## config.mk

```make
export PLATFORM = sky130hd
export DESIGN_NAME = spi_config_writer
export DESIGN_NICKNAME = d
export VERILOG_FILES = /design/src/rtl/spi_config_writer_pkg.sv /design/src/rtl/spi_config_writer_sync_edge.sv /design/src/rtl/spi_config_writer.sv
export SDC_FILE = /design/constraint.sdc
export NUM_CORES = 1
export LEC_CHECK = 0
export ABC_AREA = 1
export ABC_CLOCK_PERIOD_IN_PS = 5000
export CAP_MARGIN = 20
export CORE_UTILIZATION = 51
export CTS_BUF_LIST = sky130_fd_sc_hd__clkbuf_2 sky130_fd_sc_hd__clkbuf_4 sky130_fd_sc_hd__clkbuf_8
export CTS_CLUSTER_SIZE = 30
export DETAILED_ROUTE_END_ITERATION = 12
export GPL_TIMING_DRIVEN = 1
export PLACE_DENSITY = 0.72
export SLEW_MARGIN = 20
export SYNTH_ARGS = -nofsm -noshare
export SYNTH_HDL_FRONTEND = slang
export SYNTH_SLANG_ARGS = --single-unit
```

## constraint.sdc

```tcl
create_clock -name i_Clock -period 5 [get_ports i_Clock]
set_input_delay 0.75 -clock i_Clock [delete_from_list [all_inputs] [get_ports i_Clock]]
set_output_delay 0.75 -clock i_Clock [all_outputs]
set_load 0.05 [all_outputs]
```

## src/rtl/spi_config_writer_pkg.sv

```systemverilog
// Shared constants and types for the SPI config writer: select codes,
// envelope field ordering and sticky error bit positions.
package spi_config_writer_pkg;

  localparam int DEFAULT_NUM_VOICE_OPERATORS = 32;
  localparam int DEFAULT_VOICE_OP_WIDTH      = 8;

  localparam logic [7:0] CONFIG_SELECT_ATTACK_LEVEL  = 8'h00;
  localparam logic [7:0] CONFIG_SELECT_SUSTAIN_LEVEL = 8'h01;
  localparam logic [7:0] CONFIG_SELECT_ATTACK_RATE   = 8'h02;
  localparam logic [7:0] CONFIG_SELECT_DECAY_RATE    = 8'h03;
  localparam logic [7:0] CONFIG_SELECT_RELEASE_RATE  = 8'h04;
  localparam logic [7:0] CONFIG_SELECT_NOTE_ON_LO    = 8'h10;
  localparam logic [7:0] CONFIG_SELECT_NOTE_ON_HI    = 8'h11;
  localparam logic [7:0] CONFIG_SELECT_CLEAR_ERROR   = 8'h1F;

  // Enum order matches the envelope write-enable bit order.
  typedef enum logic [2:0] {
    ENV_ATTACK_LEVEL  = 3'd0,
    ENV_SUSTAIN_LEVEL = 3'd1,
    ENV_ATTACK_RATE   = 3'd2,
    ENV_DECAY_RATE    = 3'd3,
    ENV_RELEASE_RATE  = 3'd4
  } envelope_config_field_t;

  localparam int CONFIG_ERROR_ABORT        = 0;
  localparam int CONFIG_ERROR_BAD_SELECT   = 1;
  localparam int CONFIG_ERROR_BAD_VOICE_OP = 2;

endpackage

```

## src/rtl/spi_config_writer_sync_edge.sv

```systemverilog
// Two-flop synchronizer with a third flop for single-cycle rise/fall pulses.
module spi_sync_edge #(
  parameter logic RESET_VAL = 1'b0
) (
  input  logic clk_i,
  input  logic rst_n_i,
  input  logic d_i,
  output logic level_o,
  output logic rise_o,
  output logic fall_o
);

  logic meta_q;
  logic sync_q;
  logic prev_q;

  always_ff @(posedge clk_i or negedge rst_n_i) begin
    if (!rst_n_i) begin
      meta_q <= RESET_VAL;
      sync_q <= RESET_VAL;
      prev_q <= RESET_VAL;
    end else begin
      meta_q <= d_i;
      sync_q <= meta_q;
      prev_q <= sync_q;
    end
  end

  assign level_o = sync_q;
  assign rise_o  = sync_q & ~prev_q;
  assign fall_o  = ~sync_q & prev_q;

endmodule

```

## src/rtl/spi_config_writer.sv

```systemverilog
// SPI mode-0 slave that decodes 32-bit {select, voice_id, data} frames into
// single-cycle config write strobes and returns a status word on MISO.
module spi_config_writer
  import spi_config_writer_pkg::*;
#(
  parameter int NUM_VOICE_OPERATORS = DEFAULT_NUM_VOICE_OPERATORS,
  parameter int VOICE_OP_WIDTH      = DEFAULT_VOICE_OP_WIDTH
) (
  input  logic                      i_Clock,
  input  logic                      i_Reset_n,
  input  logic                      i_SpiSck,
  input  logic                      i_SpiCs_n,
  input  logic                      i_SpiMosi,
  output logic                      o_SpiMiso,
  output logic [4:0]                o_EnvelopeConfigWriteEnable,
  output logic [1:0]                o_NoteOnConfigWriteEnable,
  output logic [VOICE_OP_WIDTH-1:0] o_ConfigWriteAddr,
  output logic [15:0]               o_ConfigWriteData,
  output logic [2:0]                o_Error
);

  logic sck_rise, sck_fall, sck_level_unused;
  logic cs_n, cs_rise, cs_fall;
  logic mosi, mosi_rise_unused, mosi_fall_unused;

  spi_sync_edge #(.RESET_VAL(1'b0)) u_sck_sync (
    .clk_i  (i_Clock),
    .rst_n_i(i_Reset_n),
    .d_i    (i_SpiSck),
    .level_o(sck_level_unused),
    .rise_o (sck_rise),
    .fall_o (sck_fall)
  );

  spi_sync_edge #(.RESET_VAL(1'b1)) u_cs_sync (
    .clk_i  (i_Clock),
    .rst_n_i(i_Reset_n),
    .d_i    (i_SpiCs_n),
    .level_o(cs_n),
    .rise_o (cs_rise),
    .fall_o (cs_fall)
  );

  spi_sync_edge #(.RESET_VAL(1'b0)) u_mosi_sync (
    .clk_i  (i_Clock),
    .rst_n_i(i_Reset_n),
    .d_i    (i_SpiMosi),
    .level_o(mosi),
    .rise_o (mosi_rise_unused),
    .fall_o (mosi_fall_unused)
  );

  logic [31:0]               shift_q, shift_d;
  logic [4:0]                bit_cnt_q, bit_cnt_d;
  logic [7:0]                frame_cnt_q, frame_cnt_d;
  logic [2:0]                err_q, err_d;
  logic [4:0]                env_en_q, env_en_d;
  logic [1:0]                note_en_q, note_en_d;
  logic [VOICE_OP_WIDTH-1:0] addr_q, addr_d;
  logic [15:0]               data_q, data_d;
  logic [15:0]               miso_sr_q, miso_sr_d;
  logic                      miso_q, miso_d;

  logic [31:0]               frame;
  logic [7:0]                sel;
  logic [VOICE_OP_WIDTH-1:0] voice_id;
  logic                      frame_done;
  logic [2:0]                err_set;
  logic                      err_clr;

  always_comb begin
    shift_d     = shift_q;
    bit_cnt_d   = bit_cnt_q;
    frame_cnt_d = frame_cnt_q;
    env_en_d    = '0;
    note_en_d   = '0;
    addr_d      = addr_q;
    data_d      = data_q;
    miso_sr_d   = miso_sr_q;
    err_set     = '0;
    err_clr     = 1'b0;
    frame_done  = 1'b0;
    frame       = {shift_q[30:0], mosi};
    sel         = frame[31:24];
    voice_id    = frame[16 +: VOICE_OP_WIDTH];

    if (cs_n) begin
      bit_cnt_d = '0;
      if (cs_rise && (bit_cnt_q != 5'd0)) begin
        err_set[CONFIG_ERROR_ABORT] = 1'b1;
      end
    end else if (sck_rise) begin
      shift_d   = frame;
      bit_cnt_d = bit_cnt_q + 5'd1;
      if (bit_cnt_q == 5'd31) begin
        frame_done  = 1'b1;
        frame_cnt_d = frame_cnt_q + 8'd1;
        if (sel <= CONFIG_SELECT_RELEASE_RATE) begin
          if (int'(voice_id) >= NUM_VOICE_OPERATORS) begin
            err_set[CONFIG_ERROR_BAD_VOICE_OP] = 1'b1;
          end else begin
            env_en_d[sel[2:0]] = 1'b1;
            addr_d             = voice_id;
            data_d             = frame[15:0];
          end
        end else if (sel == CONFIG_SELECT_NOTE_ON_LO) begin
          note_en_d[0] = 1'b1;
          addr_d       = voice_id;
          data_d       = frame[15:0];
        end else if (sel == CONFIG_SELECT_NOTE_ON_HI) begin
          note_en_d[1] = 1'b1;
          addr_d       = voice_id;
          data_d       = frame[15:0];
        end else if (sel == CONFIG_SELECT_CLEAR_ERROR) begin
          err_clr = 1'b1;
        end else begin
          err_set[CONFIG_ERROR_BAD_SELECT] = 1'b1;
        end
      end
    end else if (sck_fall && (bit_cnt_q != 5'd0)) begin
      // The fall that follows a frame-completing rise sees count 0 and must
      // not disturb the freshly loaded status word.
      miso_sr_d = {miso_sr_q[14:0], 1'b0};
    end

    err_d = err_clr ? 3'b000 : (err_q | err_set);

    // The status word reflects the frame that just completed.
    if (cs_fall || frame_done) begin
      miso_sr_d = {frame_cnt_d, 5'b00000, err_d};
    end

    miso_d = (!cs_n && !bit_cnt_d[4]) ? miso_sr_d[15] : 1'b0;
  end

  always_ff @(posedge i_Clock or negedge i_Reset_n) begin
    if (!i_Reset_n) begin
      shift_q     <= '0;
      bit_cnt_q   <= '0;
      frame_cnt_q <= '0;
      err_q       <= '0;
      env_en_q    <= '0;
      note_en_q   <= '0;
      addr_q      <= '0;
      data_q      <= '0;
      miso_sr_q   <= '0;
      miso_q      <= 1'b0;
    end else begin
      shift_q     <= shift_d;
      bit_cnt_q   <= bit_cnt_d;
      frame_cnt_q <= frame_cnt_d;
      err_q       <= err_d;
      env_en_q    <= env_en_d;
      note_en_q   <= note_en_d;
      addr_q      <= addr_d;
      data_q      <= data_d;
      miso_sr_q   <= miso_sr_d;
      miso_q      <= miso_d;
    end
  end

  assign o_SpiMiso                   = miso_q;
  assign o_EnvelopeConfigWriteEnable = env_en_q;
  assign o_NoteOnConfigWriteEnable   = note_en_q;
  assign o_ConfigWriteAddr           = addr_q;
  assign o_ConfigWriteData           = data_q;
  assign o_Error                     = err_q;

endmodule

```

# Word-level counts from Yosys, hierarchy flattened
# Cells that the tools add are included.
# op_classes
n_eq_ne	7
magnitude_cmp	4
bitwise	9
n_addsub	2
n_mux	54
reduce_logical	14
# op_table
cell	count
$mux W16	8
$mux W8	7
$mux W5	7
$eq A8 B5 Y1 const B	3
$mux W1	23
$mux W2	7
$add A8 B1 Y8 const B	1
$ge A8 B6 Y1 const B	1
$le A8 B3 Y1 const B	1
$add A5 B1 Y5 const B	1
$eq A5 B5 Y1 const B	1
$reduce_and A5 Y1	1
$reduce_bool A5 Y1	1
$and A1 B1 Y1	4
$logic_and A1 B1 Y1	4
$lt A3 B4 Y1 const B	1
$ne A2 B2 Y1 const B	2
$not A1 Y1	4
$reduce_bool A2 Y1	2
$demux W1 S3	1
$ge A3 B1 Y1 const B	1
$mux W3	1
$or A3 B3 Y3	1
$reduce_and A3 Y1	1
other kinds (5)	6
# totals
in_bits	5
elab_cells	110
register_bits	103
out_inout_bits	35

# Logic depth before layout (Yosys ltp)
# depth
ltp_word	12
ltp_mapped	15
depth_no_buf	15

# Modules after synthesis
# A second synthesis with hierarchy kept.
# unflattened
hier_cells	490
hier_area_um2	4458.0
# modules_own_cells
module	area_per_inst_um2	instances	cells_per_inst	seq_area_each_um2
spi_config_writer	4184.0	1	469	2377.3
spi_sync_edge (u_mosi_sync ...)	90.1	2	7	75.1
spi_sync_edge (u_cs_sync)	93.8	1	7	78.8

# Worst setup path after synthesis
# No wires, ideal clock.
# synth_timing
path_type	register to register
start	register bit_cnt_q[0]
end	register miso_sr_q[1]
path_slack_ns	3.239
t_arrival_ns	1.645
setup_time_ns	0.116
n_path_buf	0
synth_period_minus_slack_ns	1.761
stages_incl_launch_ff	16
cell_sequence	dfrtp_1 ha_1 nand2_1 nor2_1 ha_1 inv_1 nor2_2 nand2_4 o21ai_4 inv_6 nand2_8 inv_8 nand2_1 nand2_1 inv_1 nand2_1
# synth_between
elab_chain_len	7
# synth_lines
element	line_no	text
from (decl)	spi_config_writer.sv:54	logic [4:0] bit_cnt_q, bit_cnt_d;
from (signal assigned)	spi_config_writer.sv:150	bit_cnt_q <= bit_cnt_d;
$eq A5 B5 Y1	spi_config_writer.sv:95	if (bit_cnt_q == 5'd31) begin
$mux W1 / $mux W2 (equally long branches)	spi_config_writer.sv:95	
$mux W1 / $mux W2 (equally long branches)	spi_config_writer.sv:92	end else if (sck_rise) begin
$mux W1 / $mux W2 (equally long branches)	spi_config_writer.sv:87	if (cs_n) begin
$logic_or A1 B1 Y1 / $or A3 B3 Y3 (equally long branches)	spi_config_writer.sv:129, spi_config_writer.sv:126	
$ne A2 B2 Y1 (no source line) (tied with other cells)	-	
$reduce_and A3 Y1 (no source line) / $mux W16 (equally long branches)	-	
to (signal assigned)	spi_config_writer.sv:157	miso_sr_q <= miso_sr_d;
to (decl)	spi_config_writer.sv:61	logic [15:0] miso_sr_q, miso_sr_d;
# Parallel ways exist; a longest one is shown, timed or not.
# A chain may end at the register's enable or synchronous reset.

# Worst setup path after layout
# layout_timing
start	register data_q[13], in the netlist o_ConfigWriteData[13]
end	output o_ConfigWriteData[13]
# layout_lines
element	line_no	text
from (decl)	spi_config_writer.sv:60	logic [15:0] data_q, data_d;
from (signal assigned)	spi_config_writer.sv:156	data_q <= data_d;
to (decl)	spi_config_writer.sv:18	output logic [15:0] o_ConfigWriteData,
# No word-level cell between the ends.

==> flow_metrics.env <==
export IMPL_status="finished, final reports clean"
export IMPL_io_pins=40
export IMPL_synth_edf_count=0
export IMPL_cts_tree="yes"
export IMPL_synth_cells=456
export IMPL_worstHoldStart="u_mosi_sync.meta_q"
export IMPL_rr_endpoint="o_ConfigWriteAddr[6]"
export IMPL_finalSetupTns_ps=0
export IMPL_syn_cell_area_um2=4430
export IMPL_rows=33
export IMPL_timing_final_hold_violations=0
export IMPL_synth_top_flop_cell="dfrtp_1"
export IMPL_postCtsHoldBufs=0
export IMPL_p_per_area_nw_per_um2=288
export IMPL_p_sw_w=0.000366
export IMPL_diodes=0
export IMPL_period_minus_slack_ps=2350
export IMPL_gr_usage_met2_pct=29.1
export IMPL_power_frac_comb_pct=5.7
export IMPL_synth_distinct_cells=38
export IMPL_dieArea_um2=9070
export IMPL_drtPass1Iterations=4
export IMPL_synth_most_common_cell="nand2_1"
export IMPL_ys_ff_latch=103
export IMPL_path_max_fanout=2
export IMPL_port_buffers=39
export IMPL_crit_path_max_incr_delay_ps=820
export IMPL_rsz0062_at_grt="no"
export IMPL_leakagePower_nw=2.39
export IMPL_use_met1_pct=25.9
export IMPL_critPathTopFamily="buffers and inverters"
export IMPL_grt_max_degree=72
export IMPL_via_count=2971
export IMPL_cts_buffers=9
export IMPL_path_cells="clkdlybuf4s50_1"
export IMPL_setup_viol=0
export IMPL_viasPerCell=4.91
export IMPL_core_um2=8300
export IMPL_slew_headroom_pct=41.9
export IMPL_slowest_stage="clkdlybuf4s50_1"
export IMPL_ys_warnings_count=0
export IMPL_drt_iter0_drc=196
export IMPL_place_gp_congestion=0.796
export IMPL_cp_required_ps=4250
export IMPL_synthTopCellsByArea="dfrtp_1 (56%), nand2_1 (8.8%), inv_1 (5.7%)"
export IMPL_seqPwrFrac_pct=59.8
export IMPL_sw_frac_of_total_pct=25.1
export IMPL_synth_top_area_share_pct=56.4
export IMPL_cts_setup_buffers=0
export IMPL_cts_sinks=103
export IMPL_post_cts_resized=0
export IMPL_die_h_um=95.2
export IMPL_drtAntennaViolNets=0
export IMPL_routed_wl_um=7440
export IMPL_grt_busiest_layer="met2"
export IMPL_ir_worst_vdd_uv=141
export IMPL_clockBufferDepth=2
export IMPL_fmax_mhz=426
export IMPL_hold_path_end="u_mosi_sync.level_o"
export IMPL_nets=504
export IMPL_area_growth_syn_to_layout_pct=14.5
export IMPL_critPathBufInv=1
export IMPL_ys_seq_area_share_pct=58.2
export IMPL_hold_class="flop to flop"
export IMPL_r2r_cells=8
export IMPL_r2r_start="bit_cnt_q[0]"
export IMPL_drive_above_1_share_pct=15.8
export IMPL_initial_core_util_pct=53.4
export IMPL_period_share_pct=47.0
export IMPL_p_int_w=0.00109
export IMPL_cap_violations=0
export IMPL_synth_area_per_cell_um2=9.72
export IMPL_finClkSkew_ps=12.0
export IMPL_die_w_um=95.2
export IMPL_antenna_found_initial=0
export IMPL_drc=0
export IMPL_syn_nets=465
export IMPL_end_kind="primary output"
export IMPL_hold_depth=0
export IMPL_htreeDepth=3
export IMPL_clkTransAtPathRegs_ps=100
export IMPL_cp_start_kind="flop"
export IMPL_path_class="flop to primary output"
export IMPL_clock_power_share_pct=34.6
export IMPL_finalPower_w=0.00146
export IMPL_synth_common_cells="nand2_1 (104), dfrtp_1 (100), inv_1 (67)"
export IMPL_maxSlewViolCount=0
export IMPL_critPathArrivalTime_ps=1600
export IMPL_use_met3_pct=3.11
export IMPL_r2r_slack_ps=2780
export IMPL_clk_latency_ps=370
export IMPL_cts_root_buffer="clkbuf_8"
export IMPL_grt_pass1_wl_um=13000
export IMPL_worst_pin_slew_ps=872
export IMPL_post_drt_wl_per_cell_um=12.3
export IMPL_synthArstFlopShare_pct=100
export IMPL_yosysTopAreaCell="dfrtp_1"
export IMPL_grt_ovfl_total=0
export IMPL_grt_use_total_pct=18.9
export IMPL_dp_hpwl_um=4990
export IMPL_grt_pass1_vias=2822
==> power by group through the flow <==
stage          logic (W)  registers, W  clock network [W]
4_1_cts        0.0000831      0.000873           0.000520
3_3_place_gp   0.0000803      0.000888                  0
5_1_grt        0.0000972      0.000876           0.000550
2_1_floorplan  0.0000477      0.000890                  0
6_report       0.0000827      0.000873           0.000505
3_5_place_dp   0.0000827      0.000889                  0
==> cells in the final DEF, fill, tap and decap left out, types with 4 or more instances in the layout <==
cell type,synthesis,final
clkbuf_8,0,11
clkdlybuf4s50_1,0,38
dfrtp_1,100,100
ha_1,4,4
inv_1,67,67
inv_2,6,6
nand2_1,104,104
nand2_2,17,17
nand3_1,17,17
nand4_1,7,7
nor2_1,17,16
nor2_2,4,4
nor3_1,4,4
o21ai_0,42,42
o21ai_1,5,5
o21ai_2,16,16
o22ai_1,5,5
==> flip-flops by register name, indices dropped and copies added, names as in the netlist <==
signal                       flops
shift_q                         31
miso_sr_q                       16
o_ConfigWriteData               16
frame_cnt_q                      8
o_ConfigWriteAddr                8
bit_cnt_q                        5
o_EnvelopeConfigWriteEnable      5
o_Error                          3
o_NoteOnConfigWriteEnable        2
o_SpiMiso                        1
u_cs_sync.level_o                1
u_cs_sync.meta_q                 1
u_cs_sync.prev_q                 1
u_mosi_sync.level_o              1
u_mosi_sync.meta_q               1
u_sck_sync.level_o               1
u_sck_sync.meta_q                1
u_sck_sync.prev_q                1
==> worst max path at each step <==
stage / cells past startpoint / end / slack [ps] / startpoint
6_report: 1 / o_ConfigWriteData[13] / 2650 / o_ConfigWriteData[13]
5_1_grt: 8 / o_ConfigWriteAddr[6] / 2580 / bit_cnt_q[0]
4_1_cts: 1 / o_ConfigWriteData[13] / 2640 / o_ConfigWriteData[13]
3_5_place_dp: 8 / o_ConfigWriteAddr[6] / 2770 / bit_cnt_q[0]
3_3_place_gp: 9 / o_ConfigWriteAddr[1] / 2890 / bit_cnt_q[0]
2_1_floorplan: 15 / miso_sr_q[1] / 3240 / bit_cnt_q[0]
==> routing by layer <==
layer	up-vias	share of wire (%)	wire, um
met5	-	0	0
met4	0	2.3	170
met3	14	2.9	216
met2	43	47	3500
met1	1404	48	3550
li1	1510	-	-
==> stage by stage <==
| stage | instances | worst slack [ps] | instance area, um^2 | hold WS, ps | utilization [%] |
|---|---|---|---|---|---|
| 2_1_floorplan | 456 | 3240 | 4430 | 331 | - |
| 3_3_place_gp | 588 | 2890 | 4850 | 332 | 58.5 |
| 3_5_place_dp | 588 | 2770 | 4850 | 336 | 58.5 |
| 4_1_cts | 604 | 2640 | 5050 | 351 | 60.8 |
| 5_1_grt | 605 | 2580 | 5070 | 364 | 61.1 |
| 6_report | 605 | 2650 | 5070 | 351 | 61.1 |
==> cells by family (layout without fill, tap and decap cells) <==
kind of cell	after synthesis	after routing	synth area share [%]
buffers and inverters	88	132	9.17
xor gates and xnor gates	5	5	0.988
adders and majority gates	4	4	1.13
AOI/OAI and AO/OA	75	75	10.6
and+or+nand+nor	181	181	19.9
DFF	103	103	58.2
==> layout make-up <==
type                    count  area, um^2
fillers                   719        3230
flip-flops and latches    103        2580
multi-input cells         265        1450
repair buffers             41         423
inverters                  75         294
clock buffers              11         151
well taps                 105         131
clock inverters             5        40.0
(Power assumes the default switching activity.)
